`src/rtl/spi_loader_pkg.sv`:
```
// Shared types and bus constants for the SPI-EEPROM boot loader.
// Pure declarations: no latency and no flow control of its own.
package spi_loader_pkg;

    typedef enum logic [2:0] {
        ST_CMD,
        ST_HDR,
        ST_DATA,
        ST_WR,
        ST_DONE,
        ST_ERR
    } state_t;

    localparam logic [7:0] EE_READ_OP    = 8'h03;
    localparam logic [1:0] HTRANS_IDLE   = 2'b00;
    localparam logic [1:0] HTRANS_NONSEQ = 2'b10;
    localparam logic [2:0] HSIZE_WORD    = 3'b010;
    localparam logic [2:0] HBURST_SINGLE = 3'b000;
    localparam logic [3:0] HPROT_DEFAULT = 4'b0011;

endpackage

```
`src/rtl/spi_byte_engine.sv`:
```
// Mode-0 SPI byte shifter, CLK_DIV clks per bit, byte_done one clk after the 8th falling edge.
// i_pause freezes the divider (sclk holds its level); dropping i_start returns it to idle.
module spi_byte_engine #(
    parameter int CLK_DIV = 20
) (
    input  logic       clk,
    input  logic       reset,
    input  logic       i_start,
    input  logic       i_pause,
    input  logic [7:0] i_tx_byte,
    input  logic       i_miso,
    output logic       o_sclk,
    output logic       o_mosi,
    output logic       o_byte_done,
    output logic [7:0] o_rx_byte
);
    localparam int HALF = CLK_DIV / 2;
    localparam int CW   = (HALF > 1) ? $clog2(HALF) : 1;

    logic          r_busy;
    logic          r_sclk;
    logic          r_done;
    logic [CW-1:0] r_cnt;
    logic [2:0]    r_bit;
    logic [7:0]    r_tx;
    logic [7:0]    r_rx;

    always_ff @(posedge clk) begin
        r_done <= 1'b0;
        if (!reset) begin
            r_busy <= 1'b0;
            r_sclk <= 1'b0;
            r_cnt  <= '0;
            r_bit  <= '0;
            r_tx   <= '0;
            r_rx   <= '0;
        end else if (!i_start) begin
            r_busy <= 1'b0;
            r_sclk <= 1'b0;
            r_cnt  <= '0;
            r_bit  <= '0;
        end else if (!r_busy) begin
            r_busy <= 1'b1;
            r_tx   <= i_tx_byte;
            r_cnt  <= '0;
        end else if (!i_pause) begin
            if (r_cnt == CW'(HALF - 1)) begin
                r_cnt  <= '0;
                r_sclk <= !r_sclk;
                if (!r_sclk) begin
                    r_rx <= {r_rx[6:0], i_miso};
                end else begin
                    // The next byte is loaded on the last falling edge so bytes stream back to back.
                    r_bit  <= r_bit + 3'd1;
                    r_tx   <= (r_bit == 3'd7) ? i_tx_byte : {r_tx[6:0], 1'b0};
                    r_done <= (r_bit == 3'd7);
                end
            end else begin
                r_cnt <= r_cnt + CW'(1);
            end
        end
    end

    assign o_sclk      = r_sclk;
    assign o_mosi      = r_busy & r_tx[7];
    assign o_byte_done = r_done;
    assign o_rx_byte   = r_rx;

endmodule

```
`src/rtl/spi_boot_loader.sv`:
```
// Reset-time loader: reads a header+image from SPI EEPROM and writes it out as AHB-Lite single words.
// Each write takes >=2 clks; hready stalls hold the bus phase and pause sclk low.
module spi_boot_loader
    import spi_loader_pkg::*;
#(
    parameter int                 CLK_DIV   = 20,
    parameter int                 EE_ADDR_B = 2,
    parameter int                 HADDR_W   = 32,
    parameter logic [HADDR_W-1:0] BASE_ADDR = '0,
    parameter int                 MAX_BYTES = 32768
) (
    input  logic               clk,
    input  logic               reset,
    output logic               sclk,
    output logic               mosi,
    input  logic               miso,
    output logic               ss_n,
    output logic [HADDR_W-1:0] haddr,
    output logic [1:0]         htrans,
    output logic               hwrite,
    output logic [2:0]         hsize,
    output logic [2:0]         hburst,
    output logic [3:0]         hprot,
    output logic               hmastlock,
    output logic [31:0]        hwdata,
    input  logic               hready,
    input  logic               hresp,
    output logic               core_rst,
    output logic               boot_done,
    output logic               boot_err
);
    state_t             r_state;
    state_t             w_next;
    logic [1:0]         r_cnt;
    logic [15:0]        r_num;
    logic [7:0]         r_start_lo;
    logic [15:0]        r_rcvd;
    logic [31:0]        r_word;
    logic [HADDR_W-1:0] r_haddr;
    logic               r_dphase;
    logic               r_first;
    logic               r_ss_n;
    logic               r_core_rst;
    logic               r_boot_done;
    logic               r_boot_err;

    logic               w_start;
    logic               w_pause;
    logic               w_byte_done;
    logic [7:0]         w_rx;
    logic [7:0]         w_tx;
    logic               w_last_byte;

    // Only the very first byte after reset is non-zero: the opcode; address bytes and dummies are 0.
    assign w_tx        = r_first ? EE_READ_OP : 8'h00;
    assign w_last_byte = ((r_rcvd + 16'd1) == r_num);

    spi_byte_engine #(.CLK_DIV(CLK_DIV)) u_engine (
        .clk         (clk),
        .reset       (reset),
        .i_start     (w_start),
        .i_pause     (w_pause),
        .i_tx_byte   (w_tx),
        .i_miso      (miso),
        .o_sclk      (sclk),
        .o_mosi      (mosi),
        .o_byte_done (w_byte_done),
        .o_rx_byte   (w_rx)
    );

    always_ff @(posedge clk) begin
        if (!reset) r_state <= ST_CMD;
        else        r_state <= w_next;
    end

    always_comb begin
        w_next = r_state;
        case (r_state)
            ST_CMD:  if (w_byte_done && r_cnt == 2'(EE_ADDR_B)) w_next = ST_HDR;
            ST_HDR:  if (w_byte_done && r_cnt == 2'd3) begin
                         if (r_num == 16'd0)                w_next = ST_DONE;
                         else if (32'(r_num) > MAX_BYTES)   w_next = ST_ERR;
                         else                               w_next = ST_DATA;
                     end
            ST_DATA: if (w_byte_done && (r_cnt == 2'd3 || w_last_byte)) w_next = ST_WR;
            ST_WR:   if (r_dphase && hready) begin
                         if (hresp)                 w_next = ST_ERR;
                         else if (r_rcvd >= r_num)  w_next = ST_DONE;
                         else                       w_next = ST_DATA;
                     end
            default: w_next = r_state;
        endcase
    end

    always_comb begin
        htrans  = HTRANS_IDLE;
        hwrite  = 1'b0;
        w_start = 1'b0;
        w_pause = 1'b0;
        case (r_state)
            ST_CMD, ST_HDR, ST_DATA: w_start = 1'b1;
            ST_WR: begin
                w_start = 1'b1;
                w_pause = 1'b1;
                if (!r_dphase) begin
                    htrans = HTRANS_NONSEQ;
                    hwrite = 1'b1;
                end
            end
            default: w_start = 1'b0;
        endcase
    end

    always_ff @(posedge clk) begin
        if (!reset) begin
            r_cnt       <= '0;
            r_num       <= '0;
            r_start_lo  <= '0;
            r_rcvd      <= '0;
            r_word      <= '0;
            r_haddr     <= '0;
            r_dphase    <= 1'b0;
            r_first     <= 1'b1;
            r_ss_n      <= 1'b1;
            r_core_rst  <= 1'b1;
            r_boot_done <= 1'b0;
            r_boot_err  <= 1'b0;
        end else begin
            r_first     <= 1'b0;
            r_ss_n      <= !(w_next inside {ST_CMD, ST_HDR, ST_DATA, ST_WR});
            r_core_rst  <= (r_state != ST_DONE);
            r_boot_done <= r_boot_done | (w_next == ST_DONE);
            r_boot_err  <= r_boot_err | (w_next == ST_ERR);
            if (w_byte_done) begin
                case (r_state)
                    ST_CMD: r_cnt <= (r_cnt == 2'(EE_ADDR_B)) ? 2'd0 : r_cnt + 2'd1;
                    ST_HDR: begin
                        r_cnt <= r_cnt + 2'd1;
                        case (r_cnt)
                            2'd0:    r_num[7:0]  <= w_rx;
                            2'd1:    r_num[15:8] <= w_rx;
                            2'd2:    r_start_lo  <= w_rx;
                            default: r_haddr     <= BASE_ADDR + HADDR_W'({w_rx, r_start_lo});
                        endcase
                    end
                    ST_DATA: begin
                        r_word[{r_cnt, 3'b000} +: 8] <= w_rx;
                        r_cnt  <= r_cnt + 2'd1;
                        r_rcvd <= r_rcvd + 16'd1;
                    end
                    default: r_cnt <= r_cnt;
                endcase
            end
            if (r_state == ST_WR && hready) begin
                if (!r_dphase) begin
                    r_dphase <= 1'b1;
                end else begin
                    // Clearing the word here zero-pads a short final word.
                    r_dphase <= 1'b0;
                    r_haddr  <= r_haddr + HADDR_W'(4);
                    r_word   <= '0;
                    r_cnt    <= 2'd0;
                end
            end
        end
    end

    assign ss_n      = r_ss_n;
    assign haddr     = r_haddr;
    assign hwdata    = r_word;
    assign hsize     = HSIZE_WORD;
    assign hburst    = HBURST_SINGLE;
    assign hprot     = HPROT_DEFAULT;
    assign hmastlock = 1'b0;
    assign core_rst  = r_core_rst;
    assign boot_done = r_boot_done;
    assign boot_err  = r_boot_err;

endmodule

```
`config.mk`:
```
export PLATFORM = sky130hd
export DESIGN_NAME = spi_boot_loader
export DESIGN_NICKNAME = d
export VERILOG_FILES = /design/src/rtl/spi_loader_pkg.sv /design/src/rtl/spi_byte_engine.sv /design/src/rtl/spi_boot_loader.sv
export SDC_FILE = /design/constraint.sdc
export NUM_CORES = 1
export LEC_CHECK = 0
export ABC_AREA = 0
export BUFFER_PORTS_ARGS = -buffer_cell sky130_fd_sc_hd__buf_2
export CAP_MARGIN = 20
export CORE_AREA = 2 2 156 158
export CTS_BUF_LIST = sky130_fd_sc_hd__clkbuf_8
export DETAILED_ROUTE_END_ITERATION = 8
export DIE_AREA = 0 0 158 160
export HOLD_SLACK_MARGIN = 0.1
export PLACE_DENSITY = 0.57
export RECOVER_POWER = 25
export SLEW_MARGIN = 20
export SYNTH_ARGS = -nofsm -noshare
export SYNTH_HDL_FRONTEND = slang
export SYNTH_SLANG_ARGS = --single-unit
```
`constraint.sdc`:
```
create_clock -name clk -period 2.5 [get_ports clk]
set_input_delay 0 -clock clk [delete_from_list [all_inputs] [get_ports clk]]
set_output_delay 0 -clock clk [all_outputs]
set_load 0.005 [all_outputs]
```
==> parameters.txt <==
Parameter                              Value

Outcome
  Run status ... complete, no violations

Detailed routing
  Total DRC errors in the routed layout ... 0
  Via count ... 6394
  Residual antenna-violating net count after detailed routing ... 0
  Routed vias/inst ... between 4 and 5
  Number of DRC violations after detailed-routing iteration 0 ... about 440
  First-pass iteration count of the detailed router ... 7
  Wire length reported by the detailed router ... 18500 µm
  Per-cell routed wire length ... approximately 14 µm

Run
  Number of max-capacitance violations reported ... 0

Placement
  Port Buf Inserts ... 76
  Final RePlAce weighted congestion ... 0.830
  Placed cell count ... 1278
  Detailed placement HPWL ... about 13000 µm
  Post-placement setup slack ... -0.00913 ns

Floorplanning
  Row Count ... 57
  Die area ... 25300 µm²
  Horizontal die dimension ... ~160 µm
  Effective utilization at floorplan ... just under 30%
  Core Area ... 23800 µm²
  Die span in y ... 160 µm
  Ports ... 89

Clock tree
  Inserted Clock Buffers ... 17
  Clock Path Buffers ... 2
  Insertion delay of the later-clocked pin in the worst-skew pair ... 0.45 ns
  Setup Buffers After CTS ... 0
  H-tree levels ... 4
  Clock-pin slew on the worst setup and hold paths ... 0.08 ns
  Clock tree from TritonCTS ... built
  Total number of clock tree sinks ... 141
  CTS Root Cell ... sky130_fd_sc_hd__clkbuf_8

Final layout
  Area grow syn2layout ... 19.0%
  Final antenna diode count ... 0
  Total number of nets in the final design ... 1007
  Commonest non-fill, non-tap cell in the layout ... sky130_fd_sc_hd__dfxtp_1
  Final-layout fill cell count ... approximately 2500
  Most frequent cells in the layout ... 139 x sky130_fd_sc_hd__dfxtp_1, 122 x sky130_fd_sc_hd__nand2_1, 94 x sky130_fd_sc_hd__a21oi_1, 86 x sky130_fd_sc_hd__nor2_1, 84 x sky130_fd_sc_hd__nand3_1
  Fraction of final layout cells sized beyond drive strength 1 ... between 15 and 20%
  Final cell count without fillers ... 1313

Power and ir drop
  Design internal power ... between 3000 and 4000 µW
  VDD IR-drop max ... approximately 0.29 mV
  Pwr Total ... between 4000 and 5000 µW
  Switching power ... between 1000 and 1500 µW
  Switching Fraction ... approximately a quarter
  Leakage power ... about 0.0031 µW
  Relative contribution of sequential cells to total power ... 54.6%
  Combinational fraction of design power ... approximately 1.9%
  Power per cell area ... roughly 500 nW/µm²
  Portion of total power attributed to the clock network ... between 40 and 50%

Timing
  Final critical-path required period ... about 2.4 ns
  Final setup skew ... around 0.012 ns
  RSZ-0062 raised after global routing ... false
  Final number of max-transition violations ... 0
  Final hold violation count ... 0
  Maximum achievable frequency ... approximately 0.41 GHz
  Final worst path period share ... 97.1%
  Worst-case setup margin in the final layout ... 0.0737 ns
  Worst relative slew slack ... between 30% and 40%
  Final Setup Violations ... 0
  Transition time at the pin with the least slew margin ... 0.948 ns
  Final TNS setup ... 0 ns

Logic synthesis
  Number of warnings reported in the yosys synthesis log ... 0
  Post-synthesis cell type with the largest combined area ... sky130_fd_sc_hd__dfxtp_1
  Netlist Area Pre-Place ... slightly below 7000 µm²
  Yosys cell types ... 62
  Seq/Total Area, Yosys ... about two fifths
  Seq cells post-synth ... roughly 140
  Count of flip-flops with a built-in enable after synthesis ... 0
  Portion of synthesized cell area occupied by the leading cell type ... 40.6%
  Post-synthesis instance total ... about 880
  Average size of a mapped cell ... roughly 7.9 µm²
  Top area cells in the synthesized netlist ... sky130_fd_sc_hd__dfxtp_1 41%, sky130_fd_sc_hd__a21oi_1 6.9%, sky130_fd_sc_hd__nand2_1 6.6%, sky130_fd_sc_hd__nand3_1 6.0%, sky130_fd_sc_hd__ha_1 4.7%
  Synth async-reset ratio ... 0%
  Most used DFF post-synth ... sky130_fd_sc_hd__dfxtp_1

Global route
  Global-route usage over all layers ... between 10 and 15%
  Overflow after GRT ... 0
  Maximum number of pins on one net before global-route repair ... 56
  Antenna violations before repair ... 0
  Number of global-route vias before repair ... between 5000 and 6000
  Wire length of the first global-routing pass ... ~30000 µm

Hold path
  Launch instance of the worst min-delay path ... hresp
  Worst Hold Path Cells ... 6
  Path type of the worst min-delay path ... in -> reg
  Hold endpoint ... boot_done

Setup path
  Type of the setup path with the least slack ... reg -> reg
  CP Data Required Time ... approximately 2.9 ns
  Worst path arrival time ... about 2.8 ns
  Startpoint kind of the worst setup timing path ... register
  Startpoint of the lowest-slack register-to-register path ... r_rcvd[1]
  R2R cell count ... 8
  Endpoint of the most critical register-to-register path ... boot_err
  Reg2Reg Setup Slack ... about 0.074 ns
  Maximum net fanout on the critical path ... 3
  CP Capture Type ... register
[metal layers]
metal,share of wire (%),global-route usage (%),wire length [µm]
met2,44,22.5,8160
met1,50,21.2,9230
met5,0,0,0
met3,5.0,3.01,931
met4,1.1,4.38,202
[worst max-delay path: stages (launching register included)]
cell and delay (ns):
sky130_fd_sc_hd__dfxtp_2 0.33, sky130_fd_sc_hd__ha_2 0.19, sky130_fd_sc_hd__nand3_2 0.09, sky130_fd_sc_hd__or4_4 0.44, sky130_fd_sc_hd__or3_4 0.39, sky130_fd_sc_hd__a2111oi_4 0.28
sky130_fd_sc_hd__nand4_1 0.15, sky130_fd_sc_hd__o31ai_2 0.29, sky130_fd_sc_hd__a32o_1 0.21
[cell type report]
class                   instances  area, µm²  area share (%)
clock buffers                  18        248            2.99
clock inverters                14        136            1.65
inverters                      26       97.6            1.18
multi-input cells             660       3800            45.9
flip-flops and latches        141       2830            34.1
well taps                     324        405            4.90
repair buffers                130        767            9.27
[cell families after synthesis]
family	after synthesis	share of synthesized area, %
flops	141	40.6
compound gates	166	14.1
other cells	2	0.108
buf+inv	86	5.88
xor+xnor	40	5.04
fa+ha+maj	26	4.68
simple gates	402	27.5
mux	14	2.05
[registers in the layout, summed over array words and instances, names as in the netlist, 3 cells and up]
signal / cells
u_engine.o_rx_byte: 8
r_state: 3
u_engine.r_tx: 8
u_engine.r_cnt: 4
u_engine.r_bit: 3
haddr: 32
hwdata: 32
r_start_lo: 8
r_rcvd: 16
r_num: 16
[power by group through the flow]
stage	Combinational (µW)	Sequential [µW]	Clock, µW
finish	77.1	2250	1790
detailed placement	73.8	2310	0
global placement	73.8	2310	0
CTS	78.0	2250	1850
global route	86.1	2260	1950
floorplan	63.3	2310	0
[stage by stage]
stage          hold WS, ns  util [%]  cell area [µm²]
2_1_floorplan        0.147         -             7000
3_3_place_gp         0.257      33.0             7870
3_5_place_dp         0.260      33.0             7870
4_1_cts              0.209      34.8             8280
5_1_grt              0.262      34.7             8280
6_report             0.234      34.7             8280
[how the worst max path moves through the flow]
stage	depth (start not counted)	startpoint	slack (ns)	end
final	8	r_rcvd[1]	0.07	boot_err
after global routing	8	r_rcvd[1]	0.0003	boot_err
after CTS	8	r_rcvd[1]	0.05	boot_err
after detailed placement	8	r_rcvd[1]	-0.009	boot_err
after global placement	8	r_rcvd[1]	0.04	boot_err
after floorplan	8	r_rcvd[1]	0.01	boot_err
[synth_stat cells, drive strengths merged (2+ instances only)]
cell type and count:
mux2i 12, and4 5, xnor2 18, ha 26, a2111oi 2, nor3 16, buf 19, a211oi 2
conb 2, or2 4, a311oi 2, a222oi 4, a211o 2, o21a 2, nand2 123, o21ai 29
nand3 85, or3 13, clkbuf 41, nor2b 8, inv 26, nor4 9, nor3b 8, xor2 22
a21o 7, and2 9, a21oi 96, nor2 86, and3 11, dfxtp 141, nand2b 8, a31oi 2
nand4 12, a221oi 7, mux2 2
[repair_timing]
item / CTS / global route
hold endpoints to repair: 18 / 0
hold buffers: 3 / 0
pin swaps: 5 / 4
resized for setup: 1 / 7
setup endpoints to repair: 1 / 3
(Power assumes the default switching activity.)
